File: config.mk
export PLATFORM = sky130hd
export DESIGN_NAME = timer_ctrl
export DESIGN_NICKNAME = d
export VERILOG_FILES = /design/src/rtl/timer_ctrl.sv
export SDC_FILE = /design/constraint.sdc
export NUM_CORES = 1
export LEC_CHECK = 0
export CAP_MARGIN = 10
export CORE_UTILIZATION = 62
export CTS_CLUSTER_DIAMETER = 120
export DETAILED_ROUTE_END_ITERATION = 8
export PLACE_DENSITY = 0.86
export SLEW_MARGIN = 20
export SYNTH_ARGS = -nofsm -noshare
export SYNTH_HDL_FRONTEND = slang
export SYNTH_SLANG_ARGS = --single-unit
export TNS_END_PERCENT = 20
File: constraint.sdc
create_clock -name clk -period 6.9 [get_ports clk]
set_input_delay 0.69 -clock clk [delete_from_list [all_inputs] [get_ports clk]]
set_output_delay 0.69 -clock clk [all_outputs]
set_load 0.02 [all_outputs]
File: src/rtl/timer_ctrl.sv
// -----------------------------------------------------------------------------
// timer_ctrl
//   Programmable interval timer for the CPU register bus. A prescaler divides
//   clk down to ticks, and a DW-bit counter counts ticks up to a compare value.
//   On a compare match the PENDING flag is set, which drives a maskable
//   interrupt. The timer runs in either periodic or one-shot mode, sequenced by
//   an IDLE/RUN/DONE state machine.
//
// Ports
//   clk      : system clock (posedge)
//   rst      : asynchronous reset, active-low
//   wr_en    : register write strobe (one clk per write)
//   rd_en    : register read strobe
//   addr     : 0=CTRL 1=PRESC 2=CMP 3=CNT
//   wdata    : write data
//   rdata    : registered read data, held between reads
//   irq_ack  : one-clk pulse that clears PENDING
//   irq      : registered PENDING & IRQ_EN
//   tick_out : registered one-clk pulse per prescaler tick (RUN only)
//
// CTRL layout: b0 EN, b1 PERIODIC, b2 IRQ_EN, b8 PENDING (write 1 to clear),
//              b9 DONE (read-only). EN reads back as "state is RUN".
// DW must be at least 10 so that the CTRL status bits fit.
// -----------------------------------------------------------------------------
module timer_ctrl #(
  parameter int DW        = 16,
  parameter int PRESC_RST = 50000
) (
  input  logic          clk,
  input  logic          rst,
  input  logic          wr_en,
  input  logic          rd_en,
  input  logic [1:0]    addr,
  input  logic [DW-1:0] wdata,
  output logic [DW-1:0] rdata,
  input  logic          irq_ack,
  output logic          irq,
  output logic          tick_out
);

  typedef enum logic [1:0] {S_IDLE, S_RUN, S_DONE} state_t;

  state_t        state_q, state_d;
  logic          per_q, per_d;
  logic          irqen_q, irqen_d;
  logic          pending_q, pending_d;
  logic [DW-1:0] presc_q, presc_d;
  logic [DW-1:0] cmp_q, cmp_d;
  logic [DW-1:0] cnt_q, cnt_d;
  logic [DW-1:0] pcnt_q, pcnt_d;
  logic [DW-1:0] rdata_q, rdata_d;
  logic          irq_q, irq_d;
  logic          tick_out_q, tick_out_d;

  logic          ctrl_wr, presc_wr, cmp_wr, cnt_wr;
  logic          tick, match;
  logic [DW-1:0] ctrl_rd;

  assign ctrl_wr  = wr_en && (addr == 2'd0);
  assign presc_wr = wr_en && (addr == 2'd1);
  assign cmp_wr   = wr_en && (addr == 2'd2);
  assign cnt_wr   = wr_en && (addr == 2'd3);

  // ---------------------------------------------------------------------------
  // FSM: state register
  // ---------------------------------------------------------------------------
  always_ff @(posedge clk or negedge rst) begin
    if (!rst) state_q <= S_IDLE;
    else      state_q <= state_d;
  end

  // FSM: next state. A CTRL write always decides the state from the written
  // EN bit, so writing EN=0 in the match clk still lands in IDLE.
  always_comb begin
    state_d = state_q;
    if (ctrl_wr)
      state_d = wdata[0] ? S_RUN : S_IDLE;
    else if (match && !per_q)
      state_d = S_DONE;
  end

  // FSM: outputs. Ticks and matches only happen while running.
  always_comb begin
    tick  = (state_q == S_RUN) && (pcnt_q == presc_q);
    match = tick && (cnt_q == cmp_q);
  end

  // ---------------------------------------------------------------------------
  // Datapath next-state
  // ---------------------------------------------------------------------------
  always_comb begin
    ctrl_rd    = '0;
    ctrl_rd[0] = (state_q == S_RUN);
    ctrl_rd[1] = per_q;
    ctrl_rd[2] = irqen_q;
    ctrl_rd[8] = pending_q;
    ctrl_rd[9] = (state_q == S_DONE);

    per_d   = ctrl_wr ? wdata[1] : per_q;
    irqen_d = ctrl_wr ? wdata[2] : irqen_q;
    presc_d = presc_wr ? wdata : presc_q;
    cmp_d   = cmp_wr ? wdata : cmp_q;

    // A bus write to CNT overrides the tick in the same clk.
    if (cnt_wr)     cnt_d = wdata;
    else if (match) cnt_d = '0;
    else if (tick)  cnt_d = cnt_q + 1'b1;
    else            cnt_d = cnt_q;

    // The prescaler restarts from 0 whenever RUN is entered or left, on a
    // PRESC write, and after each tick.
    if (state_q != S_RUN || state_d != S_RUN || presc_wr || tick)
      pcnt_d = '0;
    else
      pcnt_d = pcnt_q + 1'b1;

    // Setting PENDING takes priority over any clear in the same clk.
    if (match)                            pending_d = 1'b1;
    else if (irq_ack || (ctrl_wr && wdata[8])) pending_d = 1'b0;
    else                                  pending_d = pending_q;

    irq_d      = pending_q & irqen_q;
    tick_out_d = tick;

    rdata_d = rdata_q;
    if (rd_en) begin
      case (addr)
        2'd0:    rdata_d = ctrl_rd;
        2'd1:    rdata_d = presc_q;
        2'd2:    rdata_d = cmp_q;
        default: rdata_d = cnt_q;
      endcase
    end
  end

  always_ff @(posedge clk or negedge rst) begin
    if (!rst) begin
      per_q      <= 1'b0;
      irqen_q    <= 1'b0;
      pending_q  <= 1'b0;
      presc_q    <= DW'(PRESC_RST);
      cmp_q      <= '1;
      cnt_q      <= '0;
      pcnt_q     <= '0;
      rdata_q    <= '0;
      irq_q      <= 1'b0;
      tick_out_q <= 1'b0;
    end else begin
      per_q      <= per_d;
      irqen_q    <= irqen_d;
      pending_q  <= pending_d;
      presc_q    <= presc_d;
      cmp_q      <= cmp_d;
      cnt_q      <= cnt_d;
      pcnt_q     <= pcnt_d;
      rdata_q    <= rdata_d;
      irq_q      <= irq_d;
      tick_out_q <= tick_out_d;
    end
  end

  assign rdata    = rdata_q;
  assign irq      = irq_q;
  assign tick_out = tick_out_q;

endmodule

# After elaboration in Yosys (flattened, before gate mapping)
# Index checks and enable logic that the tools add are counted.
# op_classes
eq_ne	9
bitwise	1
n_reduce_logical	16
add_sub_neg	2
mux	10
# ops
operator	count
two-way mux 16 bit	4
case mux 16 bit (3 select lines)	1
adder 16 x 1 -> 16 bit, second input constant	2
== test 16 bit	2
logical AND 1 bit	8
== test 2 bit, second input constant	3
== test 2 x 1 -> 1 bit, second input constant	2
logical OR 1 bit	4
two-way mux 2 bit	2
inequality test 2 x 1 -> 1 bit, second input constant	2
two-way mux 1 bit	3
nonzero test 3 bit	1
logical NOT 2 bit	1
nonzero test 2 bit	1
AND 1 bit	1
logical NOT 1 bit	1
# totals
reg_bits	87

# Depth between registers and ports, before layout
# logic_depth
ltp_word	11
depth_mapped	8

# Worst setup path after synthesis
# Ideal clock, no wire load.
# synth_path
path_kind	input to register
startpoint	input addr[0]
endpoint	register rdata_q[1], in the netlist rdata[1]
path_slack_ns	4.681
setup_ns	0.125
required_time_ns	6.775
path_stages	4
arrival_ns	2.094
cell_sequence	clkbuf_1 -> clkbuf_1 -> mux4_1 -> mux2_2
# synth_via
elab_chain_len	2
word_cells_on_any_way	4
classes_between	2 x eq/ne; 1 x mux; 1 x reduce/logical
# synth_lines
element	line_no	rtl
start: declaration	33	input logic [1:0] addr,
== test 2 bit, or another cell as far along	127	case (addr)
case mux 16 bit (3 select lines) *	127	
end signal: assignment	156	rdata_q <= rdata_d;
end: declaration	51	logic [DW-1:0] rdata_q, rdata_d;
# Mark *: on every way between the ends. The rest lies on a longest branch, timed or not.
# A chain may end at the register's enable or synchronous reset.

# Worst setup path after layout
# layout_path
startpoint	register presc_q[6]
endpoint	register pcnt_q[11]
# layout_via
elab_chain_len	11
# layout_lines
element	line_no	rtl
start: declaration	47	logic [DW-1:0] presc_q, presc_d;
start signal: assignment	141	presc_q <= DW'(PRESC_RST);
start signal: assignment	152	presc_q <= presc_d;
== test 16 bit *	84	tick = (state_q == S_RUN) && (pcnt_q == presc_q);
logical AND 1 bit *	84	
logical AND 1 bit	85	match = tick && (cnt_q == cmp_q);
logical AND 1 bit	78	else if (match && !per_q)
two-way mux 2 bit	78	
two-way mux 2 bit	76	if (ctrl_wr)
inequality test 2 x 1 -> 1 bit	112	if (state_q != S_RUN || state_d != S_RUN || presc_wr || tick)
logical OR 1 bit (2 in series)	112	
logical OR 1 bit *	112	
two-way mux 16 bit *	112	
named net pcnt_d[11]	50	logic [DW-1:0] pcnt_q, pcnt_d;
end signal: assignment	155	pcnt_q <= pcnt_d;
end: declaration	50	
# The timed path passes the listed nets; every way through them passes the cells marked *.

==> results.py <==
metrics = {
    "outcome": {
        "status": "completed",
    },
    "cells_and_area": {
        "layout.cells.non_filler": 574,
        "nets": 495,
        "area_delta_synth_final_pct": 13.79,
        "diodes": 0,
        "drive_gt1_share_pct": 21.89,
    },
    "grt": {
        "grt_usage_pct": 31.02,
        "antenna_found_initial": 0,
        "grt_start_max_net_pins": 88,
        "grt_pass1_vias": 3498,
        "grt_pass1_wl_um": 17710,
        "grt_remaining_overflow": 0,
    },
    "worst_setup_path": {
        "crit_slowest_cell": "nor4bb_1",
        "arrival_ns": 3.11,
        "crit_chain": "xor2_2 -> nor4_1 -> nor4bb_1 -> nand2_1 -> o2111ai_2 -> nor2_1",
        "cp_top_family": "simple AND/OR/NAND/NOR gates",
        "max_stage_delay_ns": 0.70,
        "crit_type": "register to register",
        "reg2reg_depth": 6,
        "startpoint_type": "register",
        "rrSetupSlack_ns": 4.01,
        "r2r_end": "pcnt_q[11]",
        "timing.rr.start": "presc_q[6]",
        "cp_max_fo": 16,
        "worstSetupEndpointType": "register",
        "critical_path_required_ns": 7.12,
        "cp_num_buf_inv": 0,
        "startpoint": "presc_q[6]",
    },
    "placed_design": {
        "dp.cells": 558,
        "port_buffers": 40,
        "dp_hpwl_um": 7876,
        "place_ws_ns": 3.774,
        "place.gp.congestion": 0.8631,
    },
    "yosys": {
        "postSynthCellCount": 440,
        "yosysSeqAreaShare_pct": 47.35,
        "ys.warnings.count": 0,
        "synth_top_area_share_pct": 34.94,
        "synth_top_area_cell": "dfrtp_1",
        "synth_seq_cells": 87,
        "ys_top_cells_by_count": "dfrtp_1, nor2_1, mux2_2",
        "synth.distinct_cells": 50,
        "synth_area_um2": 4656,
        "synth_edf_count": 0,
        "syn_area_per_cell_um2": 10.58,
        "synthTopCellsByArea": "dfrtp_1, dfstp_2, mux2_2",
        "synth_ff_type": "dfrtp_1",
        "synth_most_common_cell": "dfrtp_1",
        "synthArstFlopShare_pct": 100.0,
        "syn_nets": 465,
    },
    "power": {
        "power.total_uw": 1338,
        "p_sw_share_pct": 31.83,
        "pwr-share-seq_pct": 51.0,
        "worst_ir_drop_vdd_mv": 0.1988,
        "p_sw_uw": 426.0,
        "clockPowerShare_pct": 25.7,
        "p_leak_uw": 0.002092,
        "internal_power_uw": 912.4,
        "combinationalPowerShare_pct": 23.2,
        "p_per_area_nw_per_um2": 252.6,
    },
    "route": {
        "ant_nets": 0,
        "wirelength_um": 11160,
        "drt_pass1_iterations": 5,
        "drtIter0Drc": 284,
        "avgRoutedWirePerCell_um": 19.44,
        "vias": 3583,
        "vias_per_cell": 6.242,
        "drc": 0,
    },
    "worst_hold_path": {
        "hold_path_class": "input pin to async pin",
    },
    "sta": {
        "rsz0062_at_grt": "false",
        "min_period_ns": 2.890,
        "worstMarginPinSlew_ns": 1.081,
        "setup-violations-final": 0,
        "skew_ns": 0.01315,
        "slew_headroom_pct": 27.70,
        "timing.final.ws_setup_ns": 4.010,
        "fin_crit_sh_pct": 41.88,
        "max_freq_ghz": 0.3460,
        "hold_slack_ns": 0.3591,
        "drv_slew": 0,
        "hold_violations": 0,
        "tns_ns": 0,
    },
    "run": {
        "cap_viol_max_count": 0,
    },
    "clock_tree": {
        "h-tree-depth": 3,
        "post_cts_resize_count": 0,
        "numCtsBuffers": 9,
        "cts_root_buf": "clkbuf_8",
        "cts_setup_buffers": 0,
        "holdBufCountCts": 0,
        "cts_tree": "done",
        "clk_latency_ns": 0.37,
        "cts_max_path_buffers": 2,
        "clkSinkCount": 87,
        "clk_pin_slew_ns": 0.09,
    },
    "floorplan": {
        "ioPinCount": 41,
        "die_h_um": 88.66,
        "start_util_pct": 64.19,
        "fp.dieW_um": 88.66,
        "fp-row-count": 31,
        "core_um2": 7253,
        "dieArea_um2": 7860,
    },
}
state kept, by name, indices dropped and copies added, names as in the netlist:
name       count
state_q        2
presc_q       16
irqen_q        1
cnt_q         16
cmp_q         16
per_q          1
rdata         16
pcnt_q        16
irq            1
pending_q      1
tick_out       1
worst reg2reg max path: stages (launching register included):
cell       delay [ns]
dfstp_2          0.59
xor2_2           0.11
nor4_1           0.28
nor4bb_1         0.70
nand2_1          0.50
o2111ai_2        0.44
nor2_1           0.12
cells in the final DEF, fill, tap and decap left out, types with 4 or more instances in the layout:
cell and instances:
mux2_2 48, and3_1 8, a31oi_1 13, dfstp_2 22
xnor2_1 24, clkdlybuf4s50_1 39, nor2b_1 4, dfrtp_1 65
nand2_1 25, xor2_1 21, nor3_1 7, nor2_1 55
a22oi_1 11, nand4_1 9, clkbuf_8 11, inv_1 5
a21oi_1 14, nand3b_1 8, o21ai_0 17, or4_1 5
nand3_1 16
power by group through the flow:
stage / registers [uW] / clock network [uW] / logic, uW
after floorplan: 678 / 0 / 198
after global placement: 684 / 0 / 298
after detailed placement: 690 / 0 / 310
after CTS: 682 / 349 / 312
after global routing: 694 / 368 / 337
final: 683 / 344 / 311
cell families (layout without fill, tap and decap cells):
| group | after synthesis | after routing | share of synthesized area (%) |
|---|---|---|---|
| fa+ha+maj | 2 | 2 | 0.5374 |
| compound gates | 67 | 67 | 8.976 |
| mux | 54 | 54 | 14.06 |
| buf+inv | 29 | 64 | 2.660 |
| simple gates | 155 | 155 | 17.60 |
| xor+xnor | 46 | 46 | 8.815 |
| flops | 87 | 87 | 47.35 |
metrics by stage:
| stage | utilization (%) | area (um2) |
|---|---|---|
| after floorplan | - | 4656 |
| after global placement | 70.33 | 5101 |
| after detailed placement | 70.33 | 5101 |
| after CTS | 72.99 | 5294 |
| after global routing | 73.04 | 5298 |
| final | 73.04 | 5298 |
metal layers:
layer	GRT usage, %	vias up	routed length, um
li1	-	1641	-
met1	41.50	1763	4818
met2	47.97	152	5337
met3	6.623	27	618
met4	15.69	0	382
met5	0	-	0
final cells by class:
type	count	area (um2)
Inverter	5	18.77
Fill cell	535	1956
Clock buffer	11	151.4
Timing Repair Buffer	43	424.2
Tap cell	99	123.9
Clock inverter	5	41.29
Multi-Input combinational cell	324	2333
Sequential cell	87	2205
worst max path at each step:
stage	endpoint	cells after the start
floorplan	rdata[1]	4
CTS	pcnt_q[15]	6
global placement	pcnt_q[12]	5
detailed placement	pcnt_q[15]	5
finish	pcnt_q[11]	6
global route	pcnt_q[2]	6
No activity file was read; power rests on OpenSTA's default activity.
